## config.mk

```make
export PLATFORM = sky130hd
export DESIGN_NAME = cpu0_mem_ctrl
export DESIGN_NICKNAME = d
export VERILOG_FILES = /design/src/rtl/cpu0_mem_ctrl.sv
export SDC_FILE = /design/constraint.sdc
export NUM_CORES = 1
export LEC_CHECK = 0
export ABC_AREA = 1
export CORE_ASPECT_RATIO = 0.75
export CORE_MARGIN = 2
export CORE_UTILIZATION = 30
export CTS_BUF_LIST = sky130_fd_sc_hd__clkbuf_8
export CTS_CLUSTER_DIAMETER = 100
export DETAILED_ROUTE_END_ITERATION = 8
export DONT_BUFFER_PORTS = 1
export GPL_ROUTABILITY_DRIVEN = 0
export GPL_TIMING_DRIVEN = 0
export PLACE_DENSITY = 0.46
export RECOVER_POWER = 50
export SLEW_MARGIN = 20
export SYNTH_ARGS = -nofsm -noshare
export SYNTH_HDL_FRONTEND = slang
export SYNTH_SLANG_ARGS = --single-unit
```

## constraint.sdc

```tcl
create_clock -name i_clock -period 12.1 [get_ports i_clock]
set_input_delay 2.42 -clock i_clock [delete_from_list [all_inputs] [get_ports i_clock]]
set_output_delay 2.42 -clock i_clock [all_outputs]
set_load 0.005 [all_outputs]
```

## src/rtl/cpu0_mem_ctrl.sv

```systemverilog
// cpu0_mem_ctrl: cpu0 bus to word-wide single-port SRAM bridge (big-endian, any-alignment
// byte/16/24/32-bit accesses, read-modify-write for sub-word writes, split on word crossing).
// Ports:
//   i_clock, i_reset          clock, asynchronous active-high reset
//   i_en, i_rw, i_size        request strobe (rising edge), 1=read/0=write, length-1 in bytes
//   i_addr, i_wdata           byte address, write data (low N bytes used)
//   o_rdata                   read data, right-aligned and zero-extended, held until next read
//   o_ready, o_err, o_busy    completion pulse, out-of-range flag (with ready), not-idle
//   o_sram_*, i_sram_rdata    SRAM strobe/write/word address/write word, read word (1-cycle latency)
module cpu0_mem_ctrl #(
    parameter int DEPTH_WORDS = 256,
    parameter int AW          = 8
) (
    input  logic          i_clock,
    input  logic          i_reset,
    input  logic          i_en,
    input  logic          i_rw,
    input  logic [1:0]    i_size,
    input  logic [31:0]   i_addr,
    input  logic [31:0]   i_wdata,
    output logic [31:0]   o_rdata,
    output logic          o_ready,
    output logic          o_err,
    output logic          o_busy,
    output logic          o_sram_en,
    output logic          o_sram_we,
    output logic [AW-1:0] o_sram_addr,
    output logic [31:0]   o_sram_wdata,
    input  logic [31:0]   i_sram_rdata
);
    typedef enum logic [2:0] {IDLE, RD0, RW0, RD1, RW1, WR0, WR1, DONE} state_t;
    state_t        r_state, w_next;
    logic          r_en_q, r_rw, r_cross, r_err;
    logic [1:0]    r_size;
    logic [AW+1:0] r_addr;
    logic [31:0]   r_wdata, r_rdata, w_rd;
    logic [63:0]   r_buf, w_buf, w_mask, w_data, w_mrg;
    logic [AW-1:0] w_w0, w_w1;
    logic [4:0]    w_lsh, w_nsh;
    logic [5:0]    w_rsh;
    logic          w_accept, w_oor, w_cross, w_full;

    assign w_accept = (r_state == IDLE) && i_en && !r_en_q;
    // full 33-bit sum so addresses near 2^32 cannot wrap back into range
    assign w_oor    = ({1'b0, i_addr} + 33'(i_size)) >= 33'(4 * DEPTH_WORDS);
    assign w_cross  = (3'(i_addr[1:0]) + 3'(i_size)) > 3'd3;
    assign w_full   = (i_size == 2'd3) && (i_addr[1:0] == 2'd0);

    assign w_w0  = r_addr[AW+1:2];
    assign w_w1  = w_w0 + AW'(1);
    assign w_lsh = {r_addr[1:0], 3'b000};
    assign w_nsh = {2'd3 - r_size, 3'b000};
    assign w_rsh = {3'd7 - 3'(r_addr[1:0]) - 3'(r_size), 3'b000};

    // buffer view including the SRAM word arriving this cycle, so data is usable on the capture edge
    assign w_buf  = {r_state == RW0 ? i_sram_rdata : r_buf[63:32],
                     r_state == RW1 ? i_sram_rdata : r_buf[31:0]};
    assign w_rd   = 32'(w_buf >> w_rsh) & (32'hFFFF_FFFF >> w_nsh);
    assign w_mask = {32'hFFFF_FFFF << w_nsh, 32'h0} >> w_lsh;
    assign w_data = {r_wdata << w_nsh, 32'h0} >> w_lsh;
    assign w_mrg  = (w_buf & ~w_mask) | w_data;

    always_comb begin
        w_next = r_state;
        case (r_state)
            IDLE:    w_next = !w_accept ? IDLE : w_oor ? DONE : (!i_rw && w_full) ? WR0 : RD0;
            RD0:     w_next = RW0;
            RW0:     w_next = r_cross ? RD1 : r_rw ? DONE : WR0;
            RD1:     w_next = RW1;
            RW1:     w_next = r_rw ? DONE : WR0;
            WR0:     w_next = r_cross ? WR1 : DONE;
            WR1:     w_next = DONE;
            default: w_next = IDLE;
        endcase
    end

    always_ff @(posedge i_clock or posedge i_reset) begin
        if (i_reset) begin
            r_state <= IDLE;
            r_en_q  <= 1'b0;
            r_rw    <= 1'b0;
            r_cross <= 1'b0;
            r_err   <= 1'b0;
            r_size  <= '0;
            r_addr  <= '0;
            r_wdata <= '0;
            r_rdata <= '0;
            r_buf   <= '0;
        end else begin
            r_state <= w_next;
            r_en_q  <= i_en;
            if (w_accept) begin
                r_rw    <= i_rw;
                r_size  <= i_size;
                r_addr  <= i_addr[AW+1:0];
                r_wdata <= i_wdata;
                r_cross <= w_cross;
                r_err   <= w_oor;
            end
            if (r_state == RW0 || r_state == RW1)
                r_buf <= w_buf;
            if (w_next == DONE && r_state == IDLE && i_rw)
                r_rdata <= '0;
            if (w_next == DONE && (r_state == RW0 || r_state == RW1))
                r_rdata <= w_rd;
        end
    end

    assign o_rdata      = r_rdata;
    assign o_ready      = r_state == DONE;
    assign o_err        = o_ready && r_err;
    assign o_busy       = r_state != IDLE;
    assign o_sram_en    = r_state == RD0 || r_state == RD1 || r_state == WR0 || r_state == WR1;
    assign o_sram_we    = r_state == WR0 || r_state == WR1;
    assign o_sram_addr  = (r_state == RD1 || r_state == WR1) ? w_w1 :
                          (r_state == RD0 || r_state == WR0) ? w_w0 : '0;
    assign o_sram_wdata = r_state == WR0 ? w_mrg[63:32] : r_state == WR1 ? w_mrg[31:0] : '0;
endmodule

```

==> flow_metrics.env, run 1 <==
export IMPL_fill_cells=3770
export IMPL_final_period_utilization_pct=64.59
export IMPL_grt_pass1_vias=10510
export IMPL_core_area_mm2=0.03360
export IMPL_portBuffers=0
export IMPL_drc=0
export IMPL_grt_max_degree=78
export IMPL_die_height_um=164.0
export IMPL_finalNetCount=1705
export IMPL_synth_nets=1685
export IMPL_die_area_mm2=0.03565
export IMPL_synth_edf_count=0
export IMPL_cap_violations=2
export IMPL_period_needed_ps=7815
export IMPL_cts_buffers=17
export IMPL_viasPerCell=5.447
export IMPL_clockBufferDepth=2
export IMPL_fin_worst_skew_ps=9.365
export IMPL_synth_cell_types=39
export IMPL_initial_core_util_pct=30.48
export IMPL_layout_drive_gt1_share_pct=4.037
export IMPL_slowest_stage="clkbuf_1"
export IMPL_worst_setup_path_type="primary input to async pin"
export IMPL_wl_per_cell_um=22.30
export IMPL_synthesis_area_mm2=0.01024
export IMPL_max_stage_delay_ps=3140
export IMPL_avgSynthCellArea_um2=6.494
export IMPL_status="finished with violations"
export IMPL_drt_initial_drc_count=1273
export IMPL_cts_hold_buf=0
export IMPL_fp_dieW_um=217.3
export IMPL_rsz0062_at_grt="no"
export IMPL_ys_warn_count=0
export IMPL_slew_viol_final=150
export IMPL_ys_seq_area_share_pct=35.92
export IMPL_worstSetupEndpointType="async pin"
export IMPL_netlist_instances=1577
export IMPL_synth_main_ff_cell="dfrtp_1"
export IMPL_post_cts_buffers=0
export IMPL_cp_max_fo=77
export IMPL_grt_pass1_wl_um=67720
export IMPL_synth_compound_area_share_pct=22.86
export IMPL_crit_arrival_ps=7410
export IMPL_path_cells="clkinvlp_2 > clkbuf_1"
export IMPL_postRouteAntennaNets=0
export IMPL_wl_um=45960
export IMPL_hpwl_um=36690
export IMPL_violations="max-capacitance violations, max-slew violations"
export IMPL_worstPathRequired_ps=11690
export IMPL_dr_total_vias=11230
export IMPL_ys_ff_latch=147
export IMPL_io_pins=179
export IMPL_hold_viol_final=0
export IMPL_synth_xor_area_share_pct=0.5987
export IMPL_tritoncts="done"
export IMPL_tightestPinTransition_ps=4340
export IMPL_clk_pin_slew_ps=90
export IMPL_cts_root_buf="clkbuf_8"
export IMPL_synth_mux_area_share_pct=0.2932
export IMPL_clock_latency_ps=490
export IMPL_drtPass1Iterations=6
export IMPL_synth_top_family_by_area="simple AND/OR/NAND/NOR gates"
export IMPL_yosys_area_share_simple_pct=29.26
export IMPL_async_reset_ff_share_pct=100.0
export IMPL_timing_hold_ws_ps=490.2
export IMPL_cts_htree_levels=4
export IMPL_path_buf_inv=2
export IMPL_cp_start_kind="primary input"
export IMPL_setup_viol=0
export IMPL_rows=58
export IMPL_antenna_found_initial=3
export IMPL_min_path_type="flip-flop to flip-flop"
export IMPL_crit_family="buffers and inverters"
export IMPL_area_growth_synth_to_final_pct=9.664
export IMPL_clock_sinks=147
export IMPL_max_freq_ghz=0.1280
export IMPL_grt_usage_pct=25.82
export IMPL_synthAdderAreaFrac_pct=0.8797
export IMPL_cts_resized=0
export IMPL_setup_tns_ps=0
export IMPL_grt_ovfl_total=0
export IMPL_slew_headroom_pct=-189.3
## final timing paths
path / cells past startpoint / end / from / slack, ps
worst max-delay path: 2 / r_addr[0] / i_reset / 4290
worst min-delay path: 2 / r_wdata[26] / r_wdata[26] / 490
min in group asynchronous: 1 / r_buf[44] / i_reset / 2680
max in group i_clock: 6 / o_sram_wdata[12] / i_sram_rdata[12] / 5810
worst max register to register: 10 / o_rdata[8] / r_state[2] / 8710
worst min register to register: 2 / r_wdata[26] / r_wdata[26] / 490
## layout by cell type (no fill, tap or decap), drive strengths merged, types with 19 or more instances in the layout
cell type	instances
dfrtp	147
a22oi	21
o211ai	19
nand4	35
inv	171
nand2	492
o22ai	33
buf	19
clkbuf	96
o21ai	256
nand3	34
nor2	130
a21oi	54
## state kept, by name, indices dropped and copies added (netlist names)
| signal | count |
|---|---|
| o_rdata | 32 |
| r_addr | 10 |
| r_buf | 64 |
| r_cross | 1 |
| r_en_q | 1 |
| r_err | 1 |
| r_rw | 1 |
| r_size | 2 |
| r_state | 3 |
| r_wdata | 32 |
## logic make-up after synthesis
group / count (synthesis)
XOR/XNOR: 7
buffers and inverters: 268
multiplexers: 3
AO/OA/AOI/OAI: 418
flip-flops: 147
adder cells (fa/ha/maj): 6
AND/OR/NAND/NOR: 728
## layout make-up
cell class | instances | area [um2] | share of cell area [%]
clock inverter | 13 | 157.7 | 1.404
inverter | 173 | 650.6 | 5.793
sequential | 147 | 3679 | 32.75
tap | 450 | 563.0 | 5.013
timing repair buffer | 1 | 3.754 | 0.03342
clock buffer | 19 | 261.5 | 2.328
multi-input combinational | 1162 | 5519 | 49.14
antenna | 1 | 2.502 | 0.02228
buffer | 95 | 394.1 | 3.509
## cell usage after synthesis, drive strengths merged, types with 3 or more instances
library cell / n / area, um2
nand2: 492 / 1852
o21ai: 256 / 1281
inv: 171 / 641.9
dfrtp: 147 / 3679
nor2: 130 / 515.5
clkbuf: 76 / 285.3
a21oi: 54 / 274.0
nand4: 35 / 234.0
nand3: 34 / 170.2
o22ai: 33 / 206.5
a22oi: 21 / 157.7
buf: 19 / 108.9
o211ai: 19 / 142.6
nor3: 17 / 85.08
o21a: 13 / 97.59
nand3b: 12 / 90.09
a22o: 9 / 78.83
nor4: 8 / 50.05
a31oi: 4 / 25.02
ha: 4 / 50.05
xor2: 4 / 35.03
a32oi: 3 / 26.28
mux2i: 3 / 30.03
xnor2: 3 / 26.28
## layer usage
metal | track usage (%) | vias up | wire, um
met2 | 37.06 | 613 | 18870
li1 | - | 5233 | -
met5 | 0 | - | 10
met1 | 37.10 | 5299 | 20770
met4 | 7.628 | 2 | 1107
met3 | 7.648 | 80 | 5206
## metrics by stage
stage | utilization, % | setup slack [ps] | std cells | cell area (um2)
after global routing | 33.42 | 3016 | 2060 | 11230
after global placement | 32.16 | 3729 | 2027 | 10800
final | 33.43 | 4285 | 2061 | 11230
after floorplan | - | 5729 | 1577 | 10240
after detailed placement | 32.26 | 5922 | 2028 | 10840
after CTS | 33.51 | 5919 | 2060 | 11260
Power of run 1 is left out: the tool's default activity adds up to more than one toggle a clock period on the data nets, which glitch-free logic cannot reach.
==> run 2, diff against run 1 <==
- ABC_AREA: 1 -> 0
- PLACE_DENSITY: 0.46 -> 0.47
- clock period: 12.1 -> 6.4 ns (I/O delays scaled with it)
==> flow_metrics.env, run 2 <==
export IMPL_antenna_diode_count=0
export IMPL_ys_warn_count=0
export IMPL_period_needed_ps=5487
export IMPL_min_path_type="flip-flop to flip-flop"
export IMPL_io_pins=179
export IMPL_cts_root_buf="clkbuf_8"
export IMPL_p_per_area_mw_per_mm2=647.9
export IMPL_worstSetupEndpointType="primary output"
export IMPL_grt_max_degree=83
export IMPL_path_buf_inv=2
export IMPL_grt_ovfl_total=0
export IMPL_clock_sinks=147
export IMPL_postRouteAntennaNets=0
export IMPL_timing_hold_ws_ps=486.5
export IMPL_post_cts_buffers=0
export IMPL_grt_pass1_wl_um=57560
export IMPL_hpwl_um=30440
export IMPL_ys_ff_latch=147
export IMPL_tightestPinTransition_ps=3004
export IMPL_area_growth_synth_to_final_pct=9.671
export IMPL_clockBufferDepth=2
export IMPL_place_area_mm2=0.01041
export IMPL_setup_viol=0
export IMPL_fp_dieW_um=212.9
export IMPL_hold_viol_final=0
export IMPL_worstPathRequired_ps=5120
export IMPL_violations="design-rule violations, max-capacitance violations, max-slew violations"
export IMPL_cp_max_fo=10
export IMPL_cts_buffers=17
export IMPL_synth_area_top_cells="dfrtp_1 37%, nand2_1 7.3%, mux4_2 6.7%, mux2i_1 6.4%, mux2_2 3.1%"
export IMPL_cts_resized=0
export IMPL_final_common_cell="nand2_1"
export IMPL_slew_headroom_pct=-101.4
export IMPL_drtPass1Iterations=9
export IMPL_synth_largest_area_cell="dfrtp_1"
export IMPL_drc=1
export IMPL_antenna_found_initial=1
export IMPL_fin_util_pct=33.33
export IMPL_cts_hold_buf=0
export IMPL_status="finished with violations"
export IMPL_layout_setup_ws_ps=913.0
export IMPL_dr_total_vias=9253
export IMPL_die_height_um=160.7
export IMPL_path_common_cell="clkbuf_1"
export IMPL_netlist_instances=1111
export IMPL_synth_main_ff_cell="dfrtp_1"
export IMPL_post_place_ws_ps=1796
export IMPL_synth_top_area_share_pct=37.46
export IMPL_crit_arrival_ps=4210
export IMPL_yosysMostFrequentCell="nand2_1"
export IMPL_tritoncts="done"
export IMPL_clk_pin_slew_ps=90
export IMPL_synthesis_area_mm2=0.009819
export IMPL_most_common_layout_cells="191 x nand2_1, 147 x dfrtp_1, 79 x nor2_1"
export IMPL_portBuffers=0
export IMPL_synthTopCellsByCount="191 x nand2_1, 147 x dfrtp_1, 79 x nor2_1"
export IMPL_crit_family="simple AND/OR/NAND/NOR gates"
export IMPL_async_reset_ff_share_pct=100.0
export IMPL_avgSynthCellArea_um2=8.838
export IMPL_cp_start_kind="flip-flop"
export IMPL_dp_cells=1554
export IMPL_wl_um=38730
export IMPL_final_period_utilization_pct=85.73
export IMPL_stdcell_count=1586
export IMPL_slowest_stage="nor3b_1"
export IMPL_layout_drive_gt1_share_pct=9.703
export IMPL_max_stage_delay_ps=1150
export IMPL_max_freq_ghz=0.1822
export IMPL_die_area_mm2=0.03421
export IMPL_largest_reg_flops=64
export IMPL_slew_viol_final=150
export IMPL_synth_cell_types=70
export IMPL_p_leak_nw=4.402
export IMPL_fin_worst_skew_ps=13.38
export IMPL_final_area_mm2=0.01077
export IMPL_initial_core_util_pct=30.39
export IMPL_regMostFlops="r_buf"
export IMPL_cap_violations=2
export IMPL_wl_per_cell_um=24.42
export IMPL_cts_htree_levels=4
export IMPL_path_cells="clkbuf_1 > nor3b_1 > clkbuf_1 > mux2i_1 > nor2_1 > a311oi_1 > o22ai_1"
export IMPL_grt_pass1_vias=8923
export IMPL_synth_edf_count=0
export IMPL_worst_setup_path_type="flip-flop to primary output"
export IMPL_core_area_mm2=0.03231
export IMPL_synth_nets=1219
export IMPL_drt_initial_drc_count=1065
export IMPL_rsz0062_at_grt="no"
export IMPL_finalNetCount=1239
export IMPL_rows=57
export IMPL_ys_seq_area_share_pct=37.46
export IMPL_grt_usage_pct=22.86
export IMPL_vdd_drop_max_mv=0.2193
export IMPL_clock_latency_ps=490
export IMPL_viasPerCell=5.834
## run 2: cell count changes in the layout (fill, tap and decap cells not counted), sizes merged, moves of 29 or more
cell	previous run	this run
o21ai	256	50
mux4	0	29
nor2	130	79
nand2	492	191
mux2i	3	63
inv	171	83
## run 2: worst paths after layout
| kind | endpoint | slack (ps) | cells past startpoint | start |
|---|---|---|---|---|
| worst max-delay path | o_sram_wdata[4] | 910 | 7 | r_state[0] |
| worst min-delay path | r_wdata[26] | 490 | 2 | r_wdata[26] |
| worst max register to register | o_rdata[12] | 2150 | 10 | r_state[0] |
| worst min register to register | r_wdata[26] | 490 | 2 | r_wdata[26] |
| max in group asynchronous | r_buf[4] | 1890 | 2 | i_reset |
| min in group asynchronous | r_buf[27] | 1510 | 1 | i_reset |
## run 2: layout make-up
type / count / area, um2
Clock inverter: 15 / 156.4
Clock buffer: 17 / 234.0
Timing Repair Buffer: 1 / 5.005
Fill cell: 3417 / 21540
Tap cell: 442 / 553.0
Sequential cell: 147 / 3679
Multi-Input combinational cell: 799 / 5493
Buffer: 84 / 344.1
Inverter: 81 / 305.3
## run 2: metrics by stage
step                      total power, mW  TNS, ps
final                               6.977        0
after global routing                7.417        0
after CTS                           6.875        0
after detailed placement            6.096        0
after global placement              6.070  -111010
after floorplan                     4.648        0
## run 2: logic make-up (layout without fill, tap and decap cells)
| kind of cell | Yosys count | after routing | share of synthesized area [%] |
|---|---|---|---|
| AND/OR/NAND/NOR | 383 | 383 | 17.88 |
| adder cells (fa/ha/maj) | 6 | 6 | 0.9175 |
| flip-flops | 147 | 147 | 37.46 |
| buffers and inverters | 165 | 198 | 6.600 |
| XOR/XNOR | 5 | 5 | 0.4460 |
| multiplexers | 119 | 119 | 16.17 |
| AO/OA/AOI/OAI | 286 | 286 | 20.53 |
## run 2: routing by layer
layer,global-route usage (%),part of all wire (%),wire length [um]
met5,0,0,0
met4,5.372,1.9,740
met1,32.06,44,17150
met3,7.822,11,4242
met2,33.74,43,16600
## run 2: where the power goes
part	switching, mW	total, mW	internal, mW
Clock	0.410	0.759	0.349
Sequential	0.311	1.68	1.37
Combinational	2.96	4.54	1.59
Total	3.68	6.98	3.30
## run 2: worst reg2reg max path: stages (launching register included)
cell	delay [ps]
dfrtp_1	370
clkbuf_1	220
nor3b_1	1150
clkbuf_1	740
mux2i_1	630
inv_1	150
mux4_2	480
nor2_1	120
a31oi_1	60
o211ai_1	130
o21ai_1	100
Note: power is estimated with default switching activity, not from simulation.
==> run 3, diff against run 2 <==
- ABC_AREA: 0 -> 1
- CORE_ASPECT_RATIO: 0.75 -> default
- SKIP_CTS_REPAIR_TIMING: default -> 1
==> flow_metrics.env, run 3 (synthesized netlist as in run 1, its figures left out) <==
export IMPL_final_common_cell="nand2_1"
export IMPL_initial_core_util_pct=30.46
export IMPL_drtPass1Iterations=5
export IMPL_fp_dieW_um=188.8
export IMPL_postRouteAntennaNets=0
export IMPL_grt_util_met1_pct=33.32
export IMPL_cp_start_kind="flip-flop"
export IMPL_period_needed_ps=4745
export IMPL_cts_htree_levels=4
export IMPL_cap_violations=2
export IMPL_layout_drive_gt1_share_pct=3.727
export IMPL_hold_viol_final=0
export IMPL_wl_um=44510
export IMPL_fin_worst_skew_ps=18.96
export IMPL_final_period_utilization_pct=74.13
export IMPL_portBuffers=0
export IMPL_grt_pass1_vias=10700
export IMPL_whs_path_depth=2
export IMPL_max_freq_ghz=0.2108
export IMPL_clockBufferDepth=2
export IMPL_crit_arrival_ps=3460
export IMPL_worst_setup_path_type="flip-flop to primary output"
export IMPL_cts_buffers=17
export IMPL_largest_reg_flops=64
export IMPL_worstSetupEndpointType="primary output"
export IMPL_clock_sinks=147
export IMPL_area_growth_synth_to_final_pct=9.346
export IMPL_met2_usage_pct=40.09
export IMPL_die_area_mm2=0.03563
export IMPL_viasPerCell=5.387
export IMPL_rows=67
export IMPL_slew_viol_final=150
export IMPL_place_area_mm2=0.01084
export IMPL_wl_per_cell_um=21.62
export IMPL_worstPathRequired_ps=5120
export IMPL_die_height_um=188.8
export IMPL_drt_initial_drc_count=1215
export IMPL_grt_ovfl_total=0
export IMPL_most_common_layout_cells="490 x nand2_1, 252 x o21ai_0, 166 x inv_1"
export IMPL_fill_cells=3787
export IMPL_grt_pass1_wl_um=67300
export IMPL_setup_viol=0
export IMPL_timing_hold_ws_ps=482.0
export IMPL_cp_max_fo=10
export IMPL_tritoncts="done"
export IMPL_status="finished with violations"
export IMPL_grt_busiest_layer="met2"
export IMPL_io_pins=179
export IMPL_rsz0062_at_grt="no"
export IMPL_min_path_type="flip-flop to flip-flop"
export IMPL_hpwl_um=34960
export IMPL_tightestPinTransition_ps=2900
export IMPL_grt_usage_pct=25.17
export IMPL_final_area_mm2=0.01120
export IMPL_ff2ff_path_depth=12
export IMPL_dr_total_vias=11090
export IMPL_finalNetCount=1705
export IMPL_met3_usage_pct=6.016
export IMPL_slew_headroom_pct=-94.36
export IMPL_drc=0
export IMPL_regMostFlops="r_buf"
export IMPL_cts_root_buf="clkbuf_8"
export IMPL_core_area_mm2=0.03362
export IMPL_clk_pin_slew_ps=90
export IMPL_clock_latency_ps=500
export IMPL_antenna_found_initial=0
export IMPL_violations="max-capacitance violations, max-slew violations"
export IMPL_grt_max_degree=85
[run 3: final cells by class]
cell class	instances	area (um2)	area share [%]
Inverter	173	650.6	5.810
Multi-Input combinational cell	1162	5519	49.29
Clock inverter	14	147.6	1.318
Timing Repair Buffer	1	5.005	0.04469
Clock buffer	18	247.7	2.212
Antenna cell	1	2.502	0.02235
Buffer	95	386.6	3.453
Sequential cell	147	3679	32.85
Tap cell	448	560.5	5.006
[run 3: final timing paths]
kind                              from          endpoint  slack [ps]
setup / recovery            r_state[2]  o_sram_wdata[28]        1660
hold / removal             r_wdata[29]       r_wdata[29]         480
max in group asynchronous      i_reset       r_wdata[25]        1770
hold reg to reg            r_wdata[29]       r_wdata[29]         480
min in group asynchronous      i_reset         r_buf[20]        1470
setup reg to reg            r_state[2]       o_rdata[12]        3090
[run 3: through the flow]
stage | setup slack, ps | setup TNS [ps] | utilization, % | instances
after floorplan | 1169 | 0 | - | 1577
after global placement | -866.8 | -123530 | 32.13 | 2025
after detailed placement | 2262 | 0 | 32.24 | 2026
after CTS | 1705 | 0 | 33.41 | 2058
after global routing | 1009 | 0 | 33.30 | 2058
final | 1655 | 0 | 33.31 | 2059
[run 3: per-layer routing]
layer / up-vias / routed length [um]
li1: 5234 / -
met1: 5269 / 18770
met2: 508 / 20310
met3: 80 / 3944
met4: 0 / 1492
met5: - / 0
[run 3: critical path, stage by stage, from the launching register on]
cell and delay (ps):
dfrtp_1 400, inv_1 140, nand2_1 160, clkbuf_1 450
clkbuf_1 630, nand2_1 110, o21ai_1 510, a21oi_1 150
o21ai_0 410
Power of run 3 is left out for the same reason.
